## config.mk

```make
export PLATFORM = sky130hd
export DESIGN_NAME = sinc_decim_flat
export DESIGN_NICKNAME = d
export VERILOG_FILES = /design/src/rtl/sinc_decim_if.sv /design/src/rtl/sinc_decim.sv /design/src/flat_wrapper.sv
export SDC_FILE = /design/constraint.sdc
export NUM_CORES = 1
export LEC_CHECK = 0
export BUFFER_PORTS_ARGS = -buffer_cell sky130_fd_sc_hd__buf_2
export CORE_MARGIN = 8
export CORE_UTILIZATION = 65
export CTS_CLUSTER_DIAMETER = 150
export DETAILED_ROUTE_END_ITERATION = 10
export PLACE_DENSITY = 0.82
export SYNTH_ARGS = -nofsm -noshare
export SYNTH_HDL_FRONTEND = slang
export SYNTH_SLANG_ARGS = --single-unit
```

## constraint.sdc

```tcl
create_clock -name clk -period 12.65 [get_ports clk]
set_input_delay 2.53 -clock clk [delete_from_list [all_inputs] [get_ports clk]]
set_output_delay 2.53 -clock clk [all_outputs]
set_load 0.005 [all_outputs]
```

## src/rtl/sinc_decim_if.sv

```systemverilog
// ============================================================================
// Module  : sinc_decim_if
// Brief   : Sample-in / decimated-result-out bundle for sinc_decim.
// Revision: 1.0  initial release
// ============================================================================
`default_nettype none

interface sinc_decim_if #(
    parameter int ADC_WIDTH = 8,
    parameter int DSEL_W    = 3
) ();
    logic                 sample;
    logic [ADC_WIDTH-1:0] raw_data_in;
    logic [DSEL_W-1:0]    dec_bits;
    logic [ADC_WIDTH-1:0] ave_data_out;
    logic                 data_out_valid;
    logic                 data_out_ready;
    logic                 overrun;

    modport slave (
        input  sample, raw_data_in, dec_bits, data_out_ready,
        output ave_data_out, data_out_valid, overrun
    );

    modport master (
        output sample, raw_data_in, dec_bits, data_out_ready,
        input  ave_data_out, data_out_valid, overrun
    );
endinterface

`default_nettype wire

```

## src/rtl/sinc_decim.sv

```systemverilog
// ============================================================================
// Module  : sinc_decim
// Brief   : sinc^ORDER (CIC) decimator, power-of-two runtime rate, valid/ready
//           output with sticky overrun. Define ROUND_EN for round-half-up.
// Revision: 1.0  initial release
// ============================================================================
`default_nettype none

module sinc_decim #(
    parameter int ADC_WIDTH    = 8,
    parameter int ORDER        = 3,
    parameter int MAX_DEC_BITS = 6,
    parameter int DSEL_W       = 3
) (
    input  wire logic    clk,
    input  wire logic    rst,
    sinc_decim_if.slave  bus
);
    localparam int                c_ACC_W   = ADC_WIDTH + ORDER * MAX_DEC_BITS;
    localparam int                c_SH_W    = $clog2(ORDER * MAX_DEC_BITS + 1);
    localparam logic [1:0]        c_SETTLE  = 2'(ORDER);
    localparam logic [DSEL_W-1:0] c_DEC_MAX = DSEL_W'(MAX_DEC_BITS);

    logic                    r_sample_d1, r_sample_d2;
    logic [ADC_WIDTH-1:0]    r_raw_d1;
    logic [DSEL_W-1:0]       r_dec_eff;
    logic [DSEL_W-1:0]       w_dec_clamp;
    logic                    w_acc, w_flush, w_tick;

    logic [MAX_DEC_BITS-1:0] r_phase;
    logic [MAX_DEC_BITS:0]   w_r, w_rm1;
    logic [MAX_DEC_BITS-1:0] w_rmax;

    logic [c_ACC_W-1:0]      r_int     [ORDER];
    logic [c_ACC_W-1:0]      w_int_nxt [ORDER];
    logic [c_ACC_W-1:0]      r_cap;
    logic [c_ACC_W-1:0]      r_comb    [ORDER];
    logic [c_ACC_W-1:0]      r_prev    [ORDER];
    logic [c_ACC_W-1:0]      w_comb_in [ORDER];
    logic [ORDER:0]          r_vld;
    logic [1:0]              r_settle;

    logic [c_SH_W-1:0]       w_shift;
    logic [ADC_WIDTH-1:0]    w_result;
    logic                    w_load, w_xfer;
    logic [ADC_WIDTH-1:0]    r_data;
    logic                    r_valid, r_ovr;

    assign w_dec_clamp = (bus.dec_bits > c_DEC_MAX) ? c_DEC_MAX : bus.dec_bits;
    assign w_acc       = r_sample_d1 & ~r_sample_d2;
    assign w_flush     = (w_dec_clamp != r_dec_eff);

    // R-1 computed one bit wider so R = 2^MAX_DEC_BITS yields all ones
    assign w_r    = (MAX_DEC_BITS+1)'(1) << r_dec_eff;
    assign w_rm1  = w_r - (MAX_DEC_BITS+1)'(1);
    assign w_rmax = w_rm1[MAX_DEC_BITS-1:0];
    assign w_tick = w_acc && (r_phase == w_rmax);

    always_ff @(posedge clk or posedge rst) begin
        if (rst) begin
            r_sample_d1 <= 1'b0;
            r_sample_d2 <= 1'b0;
            r_raw_d1    <= '0;
            r_dec_eff   <= '0;
        end else begin
            r_sample_d1 <= bus.sample;
            r_sample_d2 <= r_sample_d1;
            r_raw_d1    <= bus.raw_data_in;
            r_dec_eff   <= w_dec_clamp;
        end
    end

    always_comb begin
        w_int_nxt[0] = r_int[0] + {{(c_ACC_W-ADC_WIDTH){1'b0}}, r_raw_d1};
        for (int k = 1; k < ORDER; k++) begin
            w_int_nxt[k] = r_int[k] + r_int[k-1];
        end
        w_comb_in[0] = r_cap;
        for (int k = 1; k < ORDER; k++) begin
            w_comb_in[k] = r_comb[k-1];
        end
    end

    // Integrators wrap modulo 2^c_ACC_W; the comb differences cancel it
    always_ff @(posedge clk or posedge rst) begin
        if (rst) begin
            for (int k = 0; k < ORDER; k++) begin
                r_int[k]  <= '0;
                r_comb[k] <= '0;
                r_prev[k] <= '0;
            end
            r_cap    <= '0;
            r_phase  <= '0;
            r_vld    <= '0;
            r_settle <= '0;
        end else if (w_flush) begin
            for (int k = 0; k < ORDER; k++) begin
                r_int[k]  <= '0;
                r_comb[k] <= '0;
                r_prev[k] <= '0;
            end
            r_cap    <= '0;
            r_phase  <= '0;
            r_vld    <= '0;
            r_settle <= '0;
        end else begin
            if (w_acc) begin
                for (int k = 0; k < ORDER; k++) begin
                    r_int[k] <= w_int_nxt[k];
                end
                r_phase <= (r_phase == w_rmax) ? '0 : r_phase + 1'b1;
            end
            r_vld[0] <= w_tick;
            if (w_tick) begin
                r_cap <= w_int_nxt[ORDER-1];
            end
            for (int k = 0; k < ORDER; k++) begin
                if (r_vld[k]) begin
                    r_comb[k] <= w_comb_in[k] - r_prev[k];
                    r_prev[k] <= w_comb_in[k];
                end
                r_vld[k+1] <= r_vld[k];
            end
            if (r_vld[ORDER] && (r_settle != c_SETTLE)) begin
                r_settle <= r_settle + 2'd1;
            end
        end
    end

    assign w_shift = c_SH_W'(ORDER * int'(r_dec_eff));

`ifdef ROUND_EN
    localparam int c_OUT_MAX = (1 << ADC_WIDTH) - 1;
    logic [c_ACC_W:0] w_half, w_rsum, w_rshr;

    always_comb begin
        w_half = '0;
        if (w_shift != '0) begin
            w_half = (c_ACC_W+1)'(1) << (w_shift - c_SH_W'(1));
        end
        w_rsum = {1'b0, r_comb[ORDER-1]} + w_half;
        w_rshr = w_rsum >> w_shift;
        if (w_rshr > (c_ACC_W+1)'(c_OUT_MAX)) begin
            w_result = '1;
        end else begin
            w_result = w_rshr[ADC_WIDTH-1:0];
        end
    end
`else
    assign w_result = ADC_WIDTH'(r_comb[ORDER-1] >> w_shift);
`endif

    assign w_load = r_vld[ORDER] && (r_settle == c_SETTLE);
    assign w_xfer = r_valid && bus.data_out_ready;

    always_ff @(posedge clk or posedge rst) begin
        if (rst) begin
            r_data  <= '0;
            r_valid <= 1'b0;
            r_ovr   <= 1'b0;
        end else if (w_load) begin
            r_data  <= w_result;
            r_valid <= 1'b1;
            if (r_valid && !bus.data_out_ready) begin
                r_ovr <= 1'b1;
            end else if (w_xfer) begin
                r_ovr <= 1'b0;
            end
        end else if (w_xfer) begin
            r_valid <= 1'b0;
            r_ovr   <= 1'b0;
        end
    end

    assign bus.ave_data_out   = r_data;
    assign bus.data_out_valid = r_valid;
    assign bus.overrun        = r_ovr;

endmodule

`default_nettype wire

```

## src/flat_wrapper.sv

```systemverilog
// flat-port wrapper written by rule: the top's interface ports become plain ports
module sinc_decim_flat 
#(
    parameter int ADC_WIDTH    = 8,
    parameter int ORDER        = 3,
    parameter int MAX_DEC_BITS = 6,
    parameter int DSEL_W       = 3
)
  (clk, rst, bus_sample, bus_raw_data_in, bus_dec_bits, bus_data_out_ready, bus_ave_data_out, bus_data_out_valid, bus_overrun);
  sinc_decim_if #(.ADC_WIDTH(ADC_WIDTH), .DSEL_W(DSEL_W)) bus_i ();
  input  wire logic clk;
  input  wire logic rst;
  input wire logic [$bits(bus_i.sample)-1:0] bus_sample;
  input wire logic [$bits(bus_i.raw_data_in)-1:0] bus_raw_data_in;
  input wire logic [$bits(bus_i.dec_bits)-1:0] bus_dec_bits;
  input wire logic [$bits(bus_i.data_out_ready)-1:0] bus_data_out_ready;
  output wire logic [$bits(bus_i.ave_data_out)-1:0] bus_ave_data_out;
  output wire logic [$bits(bus_i.data_out_valid)-1:0] bus_data_out_valid;
  output wire logic [$bits(bus_i.overrun)-1:0] bus_overrun;
  assign bus_i.sample = bus_sample;
  assign bus_i.raw_data_in = bus_raw_data_in;
  assign bus_i.dec_bits = bus_dec_bits;
  assign bus_i.data_out_ready = bus_data_out_ready;
  assign bus_ave_data_out = bus_i.ave_data_out;
  assign bus_data_out_valid = bus_i.data_out_valid;
  assign bus_overrun = bus_i.overrun;
  sinc_decim #(.ADC_WIDTH(ADC_WIDTH), .ORDER(ORDER), .MAX_DEC_BITS(MAX_DEC_BITS), .DSEL_W(DSEL_W)) u_core (.clk(clk), .rst(rst), .bus(bus_i));
endmodule
```

After elaboration in Yosys (flattened, before gate mapping) --
Cells that the tools add are included.
Word-level totals: bits in registers 295, output and inout bits 10, input bits 15
Operators by class: reductions and logical operators 13, equal/unequal tests 4, $add $sub $neg 9, multiplexer cells 24, bitwise gates (word level) 2, shifts and indexed selects 2, $mul 1, order comparisons 1
Operator list (number):
- two-way mux 78 bit | 4
- two-way mux 26 bit | 8
- subtractor 26 bit | 3
- adder 26 bit | 2
- adder 26 x 8 -> 26 bit | 1
- >> shifter 26 x 5 -> 8 bit | 1
- two-way mux 6 bit | 3
- nonzero test 2 bit | 7
- adder 6 x 1 -> 6 bit, second input constant | 1
- == test 6 bit | 1
- left shift 1 x 3 -> 6 bit, first input constant | 1
- subtractor 6 x 1 -> 6 bit, second input constant | 1
- logical AND 1 bit | 5
- multiplier 2 x 3 -> 5 bit, first input constant | 1
- two-way mux 1 bit | 5
- two-way mux 2 bit | 2
- two-way mux 4 bit | 1
- greater-than comparator 3 bit, second input constant | 1
- two-way mux 3 bit | 1
- != test 3 bit | 1
- adder 2 x 1 -> 2 bit, second input constant | 1
- == test 2 bit, second input constant | 1
- != test 2 bit, second input constant | 1
- bitwise AND 1 bit | 1
- other kinds (2) | 2

Longest topological paths before layout --
Gate-level depths: netlist of the first run.
depth after elaboration 6, mapped depth 15, depth with buffers taken out 12

Worst setup path after synthesis of the first run --
Ideal clock, no wire load.
path kind input to register, from input port bus_dec_bits[1], to register u_core.r_comb[16] in the netlist's numbering, cell stages on the path 8, required time 12.518 ns, path buffers 3, setup time 0.132 ns, setup slack 8.593 ns, arrival 3.925 ns, cells stage by stage xor2_1 nor3_1 a21oi_1 o22a_1 buf_2 clkbuf_1 clkbuf_1 nor2_1
Between the ends: word-level cells in the longest chain between the ends 4
RTL lines:
- start, declared | line flat_wrapper.sv:15 | input wire logic [$bits(bus_i.dec_bits)-1:0] bus_dec_bits;
- greater-than comparator 3 bit | line sinc_decim.sv:49 | assign w_dec_clamp = (bus.dec_bits > c_DEC_MAX) ? c_DEC_MAX : bus.dec_bits;
- two-way mux 3 bit (*) | line sinc_decim.sv:49
- != test 3 bit (*) | line sinc_decim.sv:51 | assign w_flush = (w_dec_clamp != r_dec_eff);
- two-way mux 78 bit or nonzero test 2 bit (tied branches)
- end signal, assigned by index | line sinc_decim.sv:119 | r_comb[k] <= w_comb_in[k] - r_prev[k];
- end, declared | line sinc_decim.sv:37 | logic [c_ACC_W-1:0] r_comb [ORDER];
Mark *: on every way between the ends. The rest lies on a longest branch, timed or not. A chain may end at the register's enable or synchronous reset.

Final worst setup path of the first run --
from input port bus_dec_bits[1], to register u_core.r_int[23] in the netlist's numbering
Between the ends: word-level cells in the longest chain between the ends 4
RTL lines:
- greater-than comparator 3 bit | line sinc_decim.sv:49
- two-way mux 3 bit (*) | line sinc_decim.sv:49
- != test 3 bit (*) | line sinc_decim.sv:51
- two-way mux 78 bit or nonzero test 2 bit (tied branches)
- end signal, assigned by index | line sinc_decim.sv:109 | r_int[k] <= w_int_nxt[k];
- end, declared | line sinc_decim.sv:34 | logic [c_ACC_W-1:0] r_int [ORDER];
Marked as above.

==> results of run 1 <==
[Yosys cell counts, types with 7 or more instances]
| master | instances | area, um2 |
|---|---|---|
| and3_1 | 16 | 100 |
| o31ai_1 | 9 | 67.6 |
| and2_1 | 12 | 75.1 |
| o31ai_2 | 9 | 113 |
| a22o_1 | 16 | 140 |
| dfrtp_1 | 295 | 7380 |
| nand2_1 | 197 | 739 |
| mux2_2 | 9 | 101 |
| o21a_1 | 16 | 120 |
| a21oi_1 | 165 | 826 |
| buf_2 | 14 | 70.1 |
| nand4_1 | 23 | 144 |
| ha_1 | 142 | 1780 |
| a31oi_1 | 13 | 81.3 |
| a211oi_1 | 42 | 315 |
| o21ai_0 | 95 | 475 |
| fa_1 | 7 | 140 |
| nand3b_1 | 12 | 90.1 |
| or3_1 | 13 | 81.3 |
| o21bai_1 | 16 | 120 |
| inv_1 | 131 | 492 |
| clkbuf_1 | 69 | 259 |
| xnor2_1 | 81 | 709 |
| a21o_1 | 66 | 495 |
| buf_1 | 13 | 48.8 |
| nor3_1 | 32 | 160 |
| nor2b_1 | 27 | 169 |
| nor2_1 | 235 | 882 |
| nand2b_1 | 10 | 62.6 |
| o211ai_1 | 15 | 113 |
| xor2_1 | 48 | 420 |
| o21ai_1 | 14 | 70.1 |
| nand3_1 | 41 | 205 |
| mux2i_1 | 122 | 1220 |
[state kept, by name (all words and copies together), names as in the netlist, named ones only]
| name | count |
|---|---|
| u_core.r_comb | 78 |
| u_core.r_prev | 78 |
| u_core.r_raw_d1 | 8 |
| u_core.bus.ave_data_out | 8 |
| u_core.r_phase | 6 |
| u_core.r_cap | 26 |
| u_core.r_vld | 4 |
| u_core.r_sample_d1 | 1 |
| u_core.r_dec_eff | 3 |
| u_core.r_sample_d2 | 1 |
| u_core.r_settle | 2 |
| u_core.bus.data_out_valid | 1 |
| u_core.r_int | 78 |
[area by class of cell]
type / instances / area, um2
Multi-Input combinational cell: 1626 / 11400
Sequential cell: 295 / 7390
Tap cell: 390 / 488
Clock inverter: 13 / 149
Timing Repair Buffer: 38 / 238
Clock buffer: 47 / 1000
Fill cell: 2234 / 8580
Inverter: 132 / 503
[stage by stage]
step	hold slack, ps	utilization (%)
2_1_floorplan	368	-
3_3_place_gp	387	67.3
3_5_place_dp	403	67.3
4_1_cts	419	71.1
5_1_grt	441	71.1
6_report	419	71.1
[worst max-delay path, stage by stage]
cell,delay (ps)
buf_2,130
xor2_1,150
nor3_1,60
a21oi_1,320
o22a_4,720
buf_4,830
nor2_1,300
and3_1,260
a211o_1,220
[kinds of logic (layout without fill, tap and decap cells)]
group | after synthesis | after routing
AOI/OAI and AO/OA | 568 | 568
xor gates and xnor gates | 129 | 129
adders and majority gates | 149 | 149
and+or+nand+nor | 643 | 643
DFF | 295 | 295
buffers and inverters | 233 | 230
muxes | 137 | 137
[power groups by stage]
stage	sequential, mW	clock (mW)	combinational (mW)
after floorplan	0.967	0	0.101
after global placement	0.968	0	0.128
after detailed placement	0.968	0	0.132
after CTS	0.951	1.02	0.133
after global routing	0.951	1.05	0.147
final	0.951	1.00	0.132
[worst max path at each step]
stage | end | slack [ps] | depth (start not counted)
6_report | u_core.r_int[23]$_DFFE_PP0P_ | 7410 | 9
5_1_grt | u_core.r_int[23]$_DFFE_PP0P_ | 7190 | 9
4_1_cts | u_core.r_int[23]$_DFFE_PP0P_ | 7450 | 9
3_5_place_dp | u_core.r_int[23]$_DFFE_PP0P_ | 6930 | 9
3_3_place_gp | u_core.r_int[23]$_DFFE_PP0P_ | 6970 | 9
2_1_floorplan | asynchronous set/reset pin | 1970 | 1
[layer usage]
metal | track usage, % | wire length, um
met5 | 0 | 0
met4 | 8.63 | 1340
met3 | 2.71 | 1620
met2 | 42.4 | 21600
met1 | 30.2 | 18800
==> impl_metrics.env, run 1 <==
export IMPL_portBuffers=24
export IMPL_synth_top_family_by_area="compound AO/OA/AOI/OAI gates"
export IMPL_min_period_ps=5240
export IMPL_initial_core_util_pct=66.1
export IMPL_hpwlAfterDp_um=30200
export IMPL_cts_buffer_depth=3
export IMPL_clockRootBuffer="clkbuf_16"
export IMPL_yosysSeqAreaShare_pct=37.6
export IMPL_insertion_delay_ps=520
export IMPL_pre_cts_slack_ps=6930
export IMPL_cts_num_sinks=295
export IMPL_grt_max_degree=150
export IMPL_finalPower_mw=2.09
export IMPL_design_area_um2=21100
export IMPL_p_sw_uw=489
export IMPL_syn_instance_count=2154
export IMPL_pwr_share_seq_pct=45.6
export IMPL_stdcell_count=2541
export IMPL_setup_violations=0
export IMPL_worst_slew_pin_slew_ps=1090
export IMPL_rr_worst_depth=11
export IMPL_cts_hold_buf=0
export IMPL_synthFlopType="dfrtp_1"
export IMPL_grt_pass1_wl_um=74000
export IMPL_maxCapViolations=0
export IMPL_num_rows=63
export IMPL_yosys_register_bits=295
export IMPL_vias=15500
export IMPL_synth_compound_area_share_pct=19.9
export IMPL_fin_crit_sh_pct=41.4
export IMPL_place_congestion=0.884
export IMPL_synth_xor_area_share_pct=5.75
export IMPL_drc=0
export IMPL_hold_viol=0
export IMPL_start_kind="input pin"
export IMPL_setup_tns_ps=0
export IMPL_min_from="u_core.r_sample_d1$_DFF_PP0_"
export IMPL_end_kind="register"
export IMPL_cts_tree="done"
export IMPL_drive_gt1_share_pct=7.95
export IMPL_final_nets=2292
export IMPL_synth_mux_area_share_pct=7.42
export IMPL_post_cts_setup_buffer_count=0
export IMPL_hold_end="u_core.r_sample_d2$_DFF_PP0_"
export IMPL_avgSynthCellArea_um2=9.12
export IMPL_clk_pin_slew_ps=60
export IMPL_grt_total_usage_pct=24.1
export IMPL_synth_nets=2318
export IMPL_first_global_vias=15400
export IMPL_switching_share_pct=23.4
export IMPL_dpl_cell_area_um2=20000
export IMPL_yosys_area_share_simple_pct=14.9
export IMPL_die_h_um=190
export IMPL_critical_path_class="in -> reg"
export IMPL_vias_per_cell=6.12
export IMPL_cts_buffers=35
export IMPL_fmax_mhz=191
export IMPL_io_pins=25
export IMPL_cp_arrival_ps=5630
export IMPL_post_cts_resized=0
export IMPL_r2r_start="u_core.r_dec_eff[0]$_DFF_PP0_"
export IMPL_peakVddDrop_mv=0.119
export IMPL_cp_required_ps=13040
export IMPL_slew_headroom_pct=27.3
export IMPL_yosys_warnings=0
export IMPL_wl_um=43300
export IMPL_dp_cells=2481
export IMPL_rsz0062_at_grt="false"
export IMPL_clock_skew_ps=27.4
export IMPL_power_density_nw_per_um2=98.7
export IMPL_htreeDepth=2
export IMPL_whs_path_depth=0
export IMPL_rrSetupSlack_ps=8920
export IMPL_comb_power_share_pct=6.3
export IMPL_hp_class="reg -> reg"
export IMPL_synth_edff_count=0
export IMPL_r2r_end="u_core.bus.ave_data_out[0]$_DFFE_PP0P_"
export IMPL_cp_startpoint="bus_dec_bits[1]"
export IMPL_syn2layout_area_growth_pct=7.59
export IMPL_clockPowerShare_pct=48.1
export IMPL_setup_ws_ps=7410
export IMPL_layout_common_cells="dfrtp_1 (292), nor2_1 (235), nand2_1 (197), a21oi_1 (165), ha_1 (142)"
export IMPL_die_width_um=190
export IMPL_status="completed"
export IMPL_diodes=0
export IMPL_synthAdderAreaFrac_pct=9.76
export IMPL_netlist_area_um2=19600
export IMPL_drt_pass1_iter_count=5
export IMPL_wl_per_cell_um=17.1
export IMPL_gr_total_overflow=0
export IMPL_intPower_mw=1.60
export IMPL_p_leak_nw=9.45
export IMPL_drtIter0Drc=1064
export IMPL_drv_slew=0
export IMPL_fp_dieArea_um2=36000
export IMPL_async_reset_ff_share_pct=100
export IMPL_antenna_found_initial=0
export IMPL_critPathMaxFanout=86
export IMPL_core_region_area_um2=29700
export IMPL_ys_types=100
export IMPL_layout_commonest_cell="dfrtp_1"
export IMPL_postRouteAntennaNets=0
Note: power is estimated with default switching activity, not from simulation.
==> run 2: changes to the inputs <==
--- a/config.mk
+++ b/config.mk
@@ -5,6 +5,7 @@
 export SDC_FILE = /design/constraint.sdc
 export NUM_CORES = 1
 export LEC_CHECK = 0
+export ABC_AREA = 1
 export BUFFER_PORTS_ARGS = -buffer_cell sky130_fd_sc_hd__buf_2
 export CORE_MARGIN = 8
 export CORE_UTILIZATION = 65
==> constraint.sdc (replaced) <==
create_clock -name clk -period 5.2 [get_ports clk]
set_input_delay 1.04 -clock clk [delete_from_list [all_inputs] [get_ports clk]]
set_output_delay 1.04 -clock clk [all_outputs]
set_load 0.005 [all_outputs]
==> run 2 against run 1 <==
Effect of this change: non-clock buffer count shrank 3; combinational power grew 140%; sequential power grew 140%; critical path depth grew 6; global-route usage grew 5.4 points; critical path type is now reg -> reg; largest cell class unchanged.
==> impl_metrics.env, run 2 <==
export IMPL_syn_instance_count=3017
export IMPL_layout_commonest_cell="nand2_1"
export IMPL_vias=19800
export IMPL_drive_gt1_share_pct=4.34
export IMPL_yosysSeqAreaShare_pct=35.6
export IMPL_cts_buffer_depth=3
export IMPL_gr_total_overflow=0
export IMPL_end_kind="register"
export IMPL_wl_um=56400
export IMPL_antenna_found_initial=1
export IMPL_final_core_util_pct=70.9
export IMPL_grt_pass1_wl_um=93800
export IMPL_htreeDepth=2
export IMPL_rsz0062_at_grt="false"
export IMPL_synthAdderAreaFrac_pct=9.25
export IMPL_hpwlAfterDp_um=42400
export IMPL_portBuffers=24
export IMPL_p_leak_nw=12.0
export IMPL_finalPower_mw=5.12
export IMPL_cp_arrival_ps=3900
export IMPL_fin_crit_sh_pct=66.4
export IMPL_synth_area_leaders="dfrtp_1 (36%), nand2_1 (17%), ha_1 (8.6%), inv_1 (7.3%), nor2_1 (5.0%)"
export IMPL_post_synth_top_count_cell="nand2_1"
export IMPL_diodes=0
export IMPL_synth_top_area_share_pct=35.6
export IMPL_io_pins=25
export IMPL_yosys_area_share_simple_pct=31.0
export IMPL_clockPowerShare_pct=48.8
export IMPL_synth_edff_count=0
export IMPL_reg_largest_list="u_core.r_comb (78), u_core.r_int (78), u_core.r_prev (78)"
export IMPL_critical_path_class="reg -> reg"
export IMPL_grt_max_degree=122
export IMPL_clock_skew_ps=19.0
export IMPL_peakVddDrop_mv=0.260
export IMPL_power_density_nw_per_um2=229
export IMPL_synthFlopType="dfrtp_1"
export IMPL_drv_slew=0
export IMPL_cts_num_sinks=295
export IMPL_synth_mux_area_share_pct=0.290
export IMPL_fmax_mhz=289
export IMPL_ys_types=47
export IMPL_drtIter0Drc=1592
export IMPL_core_region_area_um2=31500
export IMPL_status="completed"
export IMPL_first_global_vias=19300
export IMPL_synth_nets=3181
export IMPL_start_kind="register"
export IMPL_num_rows=65
export IMPL_netlist_area_um2=20700
export IMPL_cts_buffers=34
export IMPL_setup_violations=0
export IMPL_p_sw_mw=1.20
export IMPL_nFillCells=2647
export IMPL_die_width_um=195
export IMPL_wl_per_cell_um=16.4
export IMPL_clk_pin_slew_ps=60
export IMPL_worst_slew_pin_slew_ps=1280
export IMPL_hp_class="reg -> reg"
export IMPL_switching_share_pct=23.5
export IMPL_cp_required_ps=5640
export IMPL_vias_per_cell=5.75
export IMPL_grt_total_usage_pct=29.5
export IMPL_synth_top_cells_by_count="nand2_1 (951), inv_1 (405), dfrtp_1 (295)"
export IMPL_pwr_share_seq_pct=45.1
export IMPL_synth_xor_area_share_pct=2.06
export IMPL_synth_area_leader_cell="dfrtp_1"
export IMPL_hold_viol=0
export IMPL_postRouteAntennaNets=0
export IMPL_comb_power_share_pct=6.1
export IMPL_maxCapViolations=0
export IMPL_fp_dieArea_um2=37900
export IMPL_cts_tree="done"
export IMPL_met3_length_um=3120
export IMPL_yosys_register_bits=295
export IMPL_yosys_warnings=0
export IMPL_async_reset_ff_share_pct=100
export IMPL_slew_headroom_pct=14.8
export IMPL_setup_tns_ps=0
export IMPL_post_cts_setup_buffer_count=0
export IMPL_layout_common_cells="nand2_1 (951), inv_1 (404), dfrtp_1 (295), nor2_1 (276), o21ai_0 (199)"
export IMPL_top_layer_used="met5"
export IMPL_insertion_delay_ps=520
export IMPL_drt_met1_wl_um=24300
export IMPL_intPower_mw=3.92
export IMPL_drt_pass1_iter_count=5
export IMPL_final_nets=3183
export IMPL_die_h_um=195
export IMPL_place_congestion=0.952
export IMPL_critPathMaxFanout=44
export IMPL_min_period_ps=3450
export IMPL_drc=0
export IMPL_avgSynthCellArea_um2=6.87
export IMPL_cts_hold_buf=0
export IMPL_clockRootBuffer="clkbuf_16"
export IMPL_met2_length_um=27000
export IMPL_synth_top_family_by_area="simple AND/OR/NAND/NOR gates"
export IMPL_post_cts_resized=0
export IMPL_synth_compound_area_share_pct=12.7
export IMPL_initial_core_util_pct=65.9
export IMPL_syn2layout_area_growth_pct=7.66
run 2: changes by cell type after synthesis, sizes merged, moves of 45 or more:
cell and change:
o21ai +107, inv +281, nand3 +145, mux2i -116, xnor2 -64, a21o -61, nand2 +765, nor2 +45
o22ai +65
run 2: area by class of cell:
cell class                 count  area [um2]  share of cell area [%]
clock buffer                  53        1060                    4.73
clock inverter                 6         108                   0.482
inverter                     413        1550                    6.96
multi-input combinational   2240       11500                    51.4
sequential                   295        7380                    33.1
tap                          402         503                    2.25
timing repair buffer          35         240                    1.08
run 2: cells by family (layout without fill, tap and decap cells):
logic type / after synthesis / in the layout
adders and majority gates: 149 / 149
DFF: 295 / 295
and+or+nand+nor: 1553 / 1553
buffers and inverters: 482 / 507
xor gates and xnor gates: 47 / 47
muxes: 6 / 6
AOI/OAI and AO/OA: 485 / 485
run 2: per-stage QoR:
| step | instances | cell area [um2] | hold WS (ps) | worst slack (ps) |
|---|---|---|---|---|
| after floorplan | 3017 | 20700 | 354 | 243 |
| after global placement | 3385 | 21200 | 358 | 1890 |
| after detailed placement | 3385 | 21200 | 373 | 1780 |
| after CTS | 3444 | 22300 | 386 | 1780 |
| after global routing | 3444 | 22300 | 395 | 1450 |
| final | 3444 | 22300 | 384 | 1750 |
run 2: worst max-delay path: stages, from the launching register on:
cell and delay, ps:
dfrtp_1 320, buf_4 330, inv_1 290, ha_1 360
nand2_4 110, ha_1 190, inv_1 70, nand2_1 90
nand2_1 50, nand2_1 50, nand2_1 80, nor3_4 240
nand3_4 300, nand2_2 610, nand2_1 140, nand2_1 90
run 2: final timing paths:
| path | start | end | cells after the start | slack (ps) |
|---|---|---|---|---|
| hold / removal | u_core.r_sample_d1$_DFF_PP0_ | u_core.r_sample_d2$_DFF_PP0_ | 0 | 380 |
| setup / recovery | u_core.r_dec_eff[0]$_DFF_PP0_ | u_core.r_cap[22]$_DFFE_PP0P_ | 15 | 1750 |
| setup reg to reg | u_core.r_dec_eff[0]$_DFF_PP0_ | u_core.r_cap[22]$_DFFE_PP0P_ | 15 | 1750 |
| max in group asynchronous | rst | u_core.r_comb[43]$_DFFE_PP0P_ | 3 | 3430 |
| min in group asynchronous | rst | u_core.r_prev[76]$_DFFE_PP0P_ | 2 | 670 |
| hold reg to reg | u_core.r_sample_d1$_DFF_PP0_ | u_core.r_sample_d2$_DFF_PP0_ | 0 | 380 |
run 2: routing by layer:
layer,GRT usage (%),vias to the layer above
met2,50.5,650
li1,-,9719
met3,3.70,134
met5,0,-
met1,37.9,9286
met4,10.7,2
run 2: power groups by stage:
stage          logic (mW)  clock network [mW]  registers (mW)
2_1_floorplan       0.239                   0            2.35
3_3_place_gp        0.304                   0            2.35
3_5_place_dp        0.310                   0            2.35
4_1_cts             0.311                2.53            2.31
5_1_grt             0.351                2.61            2.31
6_report            0.312                2.50            2.31
==> run 3: changes to the inputs <==
--- a/config.mk
+++ b/config.mk
@@ -8,10 +8,10 @@
 export ABC_AREA = 1
 export BUFFER_PORTS_ARGS = -buffer_cell sky130_fd_sc_hd__buf_2
 export CORE_MARGIN = 8
-export CORE_UTILIZATION = 65
+export CORE_UTILIZATION = 59
 export CTS_CLUSTER_DIAMETER = 150
 export DETAILED_ROUTE_END_ITERATION = 10
-export PLACE_DENSITY = 0.82
+export PLACE_DENSITY = 0.78
 export SYNTH_ARGS = -nofsm -noshare
 export SYNTH_HDL_FRONTEND = slang
 export SYNTH_SLANG_ARGS = --single-unit
==> constraint.sdc (replaced) <==
create_clock -name clk -period 3.1 [get_ports clk]
set_input_delay 0.62 -clock clk [delete_from_list [all_inputs] [get_ports clk]]
set_output_delay 0.62 -clock clk [all_outputs]
set_load 0.005 [all_outputs]
==> run 3 against run 2 <==
Effect of this change: sequential cell count unchanged; critical path depth decreased by 4; final area increased by 0.72%; largest power group unchanged; hold slack got worse by 200 ps; first-iteration DRC count decreased by 13%; setup slack got worse by 1400 ps.
==> impl_metrics.env, run 3 (synthesis results as in run 2) <==
export IMPL_clk_pin_slew_ps=60
export IMPL_dpl_cell_area_um2=21300
export IMPL_num_rows=68
export IMPL_cp_required_ps=3570
export IMPL_vias=19500
export IMPL_wl_um=57300
export IMPL_post_cts_resized=0
export IMPL_p_leak_nw=12.1
export IMPL_grt_max_degree=107
export IMPL_drv_slew=0
export IMPL_grt_total_usage_pct=27.8
export IMPL_fin_crit_sh_pct=88.1
export IMPL_hp_class="in -> reg"
export IMPL_clockRootBuffer="clkbuf_16"
export IMPL_hold_slack_ps=184
export IMPL_syn2layout_area_growth_pct=8.43
export IMPL_initial_core_util_pct=60.0
export IMPL_design_area_um2=22500
export IMPL_drive_gt1_share_pct=4.87
export IMPL_min_period_ps=2730
export IMPL_reg_largest_list="u_core.r_comb (78), u_core.r_int (78), u_core.r_prev (78)"
export IMPL_antenna_found_initial=0
export IMPL_gr_total_overflow=0
export IMPL_grt_pass1_wl_um=95500
export IMPL_finalPower_mw=8.64
export IMPL_drtIter0Drc=1389
export IMPL_insertion_delay_ps=560
export IMPL_cts_tree="done"
export IMPL_htreeDepth=2
export IMPL_status="completed"
export IMPL_cts_num_sinks=295
export IMPL_hold_viol=0
export IMPL_cp_arrival_ps=3200
export IMPL_critPathMaxFanout=10
export IMPL_clock_skew_ps=20.0
export IMPL_start_kind="register"
export IMPL_critical_path_class="reg -> reg"
export IMPL_fmax_mhz=366
export IMPL_postRouteAntennaNets=0
export IMPL_slew_headroom_pct=46.5
export IMPL_peakVddDrop_mv=0.392
export IMPL_end_kind="register"
export IMPL_final_nets=3196
export IMPL_hpwlAfterDp_um=43800
export IMPL_fp_dieArea_um2=41400
export IMPL_diodes=0
export IMPL_setup_ws_ps=370
export IMPL_setup_violations=0
export IMPL_post_cts_setup_buffer_count=0
export IMPL_cts_hold_buf=0
export IMPL_rsz0062_at_grt="false"
export IMPL_die_h_um=203
export IMPL_first_global_vias=19200
export IMPL_cts_buffer_depth=3
export IMPL_worst_slew_pin_slew_ps=801
export IMPL_layout_common_cells="nand2_1 (951), inv_1 (404), dfrtp_1 (295), nor2_1 (276), o21ai_0 (199)"
export IMPL_maxCapViolations=0
export IMPL_drc=0
export IMPL_portBuffers=24
export IMPL_pre_cts_slack_ps=411
export IMPL_power_density_nw_per_um2=384
export IMPL_vias_per_cell=5.55
export IMPL_layout_commonest_cell="nand2_1"
export IMPL_place_congestion=0.952
export IMPL_drt_pass1_iter_count=6
export IMPL_die_width_um=203
export IMPL_cts_buffers=35
export IMPL_core_region_area_um2=34500
export IMPL_wl_per_cell_um=16.3
export IMPL_io_pins=25
## run 3: cell count changes in the layout (fill, tap and decap cells not counted), sizes merged
| cell | delta |
|---|---|
| buf | +12 |
| clkbuf | -7 |
| clkinv | +6 |
| inv | +3 |
| bufinv | +1 |
## run 3: path summary, 6_finish.rpt
path	start	end	slack (ps)	cells past startpoint
min reg2reg	u_core.r_sample_d1$_DFF_PP0_	u_core.r_sample_d2$_DFF_PP0_	400	0
min	bus_raw_data_in[3]	u_core.r_raw_d1[3]$_DFF_PP0_	180	1
max in group asynchronous	rst	u_core.r_comb[11]$_DFFE_PP0P_	2260	3
min in group asynchronous	rst	u_core.r_cap[21]$_DFFE_PP0P_	250	3
max reg2reg	u_core.r_dec_eff[0]$_DFF_PP0_	u_core.bus.ave_data_out[7]$_DFFE_PP0P_	370	11
max	u_core.r_dec_eff[0]$_DFF_PP0_	u_core.bus.ave_data_out[7]$_DFFE_PP0P_	370	11
## run 3: where the power goes
part	switching [mW]	leakage, nW	internal, mW
logic	0.407	7.41	0.136
clock network	1.70	0.570	2.52
registers	0.0137	4.09	3.86
total	2.12	12.1	6.52
## run 3: layout make-up
class | instances | area [um2]
tap | 455 | 569
fill | 3199 | 12100
inverter | 413 | 1550
clock buffer | 46 | 957
multi-input combinational | 2240 | 11500
sequential | 295 | 7380
clock inverter | 16 | 198
timing repair buffer | 47 | 343
## run 3: critical path: stages (launching register included)
cell	delay, ps
dfrtp_1	450
ha_1	280
inv_1	80
fa_1	710
inv_1	210
nor2_1	300
inv_1	170
nor2_1	130
nor2_1	50
o21ai_0	70
nand2_1	80
a21oi_1	130
## run 3: metrics by stage
step           cells  TNS [ps]  util, %
2_1_floorplan   3017   -423950        -
3_3_place_gp    3450         0     61.7
3_5_place_dp    3450         0     61.7
4_1_cts         3512         0     65.1
5_1_grt         3512         0     65.1
6_report        3512         0     65.1
## run 3: metal layers
layer,up-vias,share of wire (%),track usage (%)
met2,499,48,47.6
met1,9125,44,35.7
met3,123,4.5,3.70
li1,9759,-,-
met5,-,0,0
met4,0,3.7,10.4
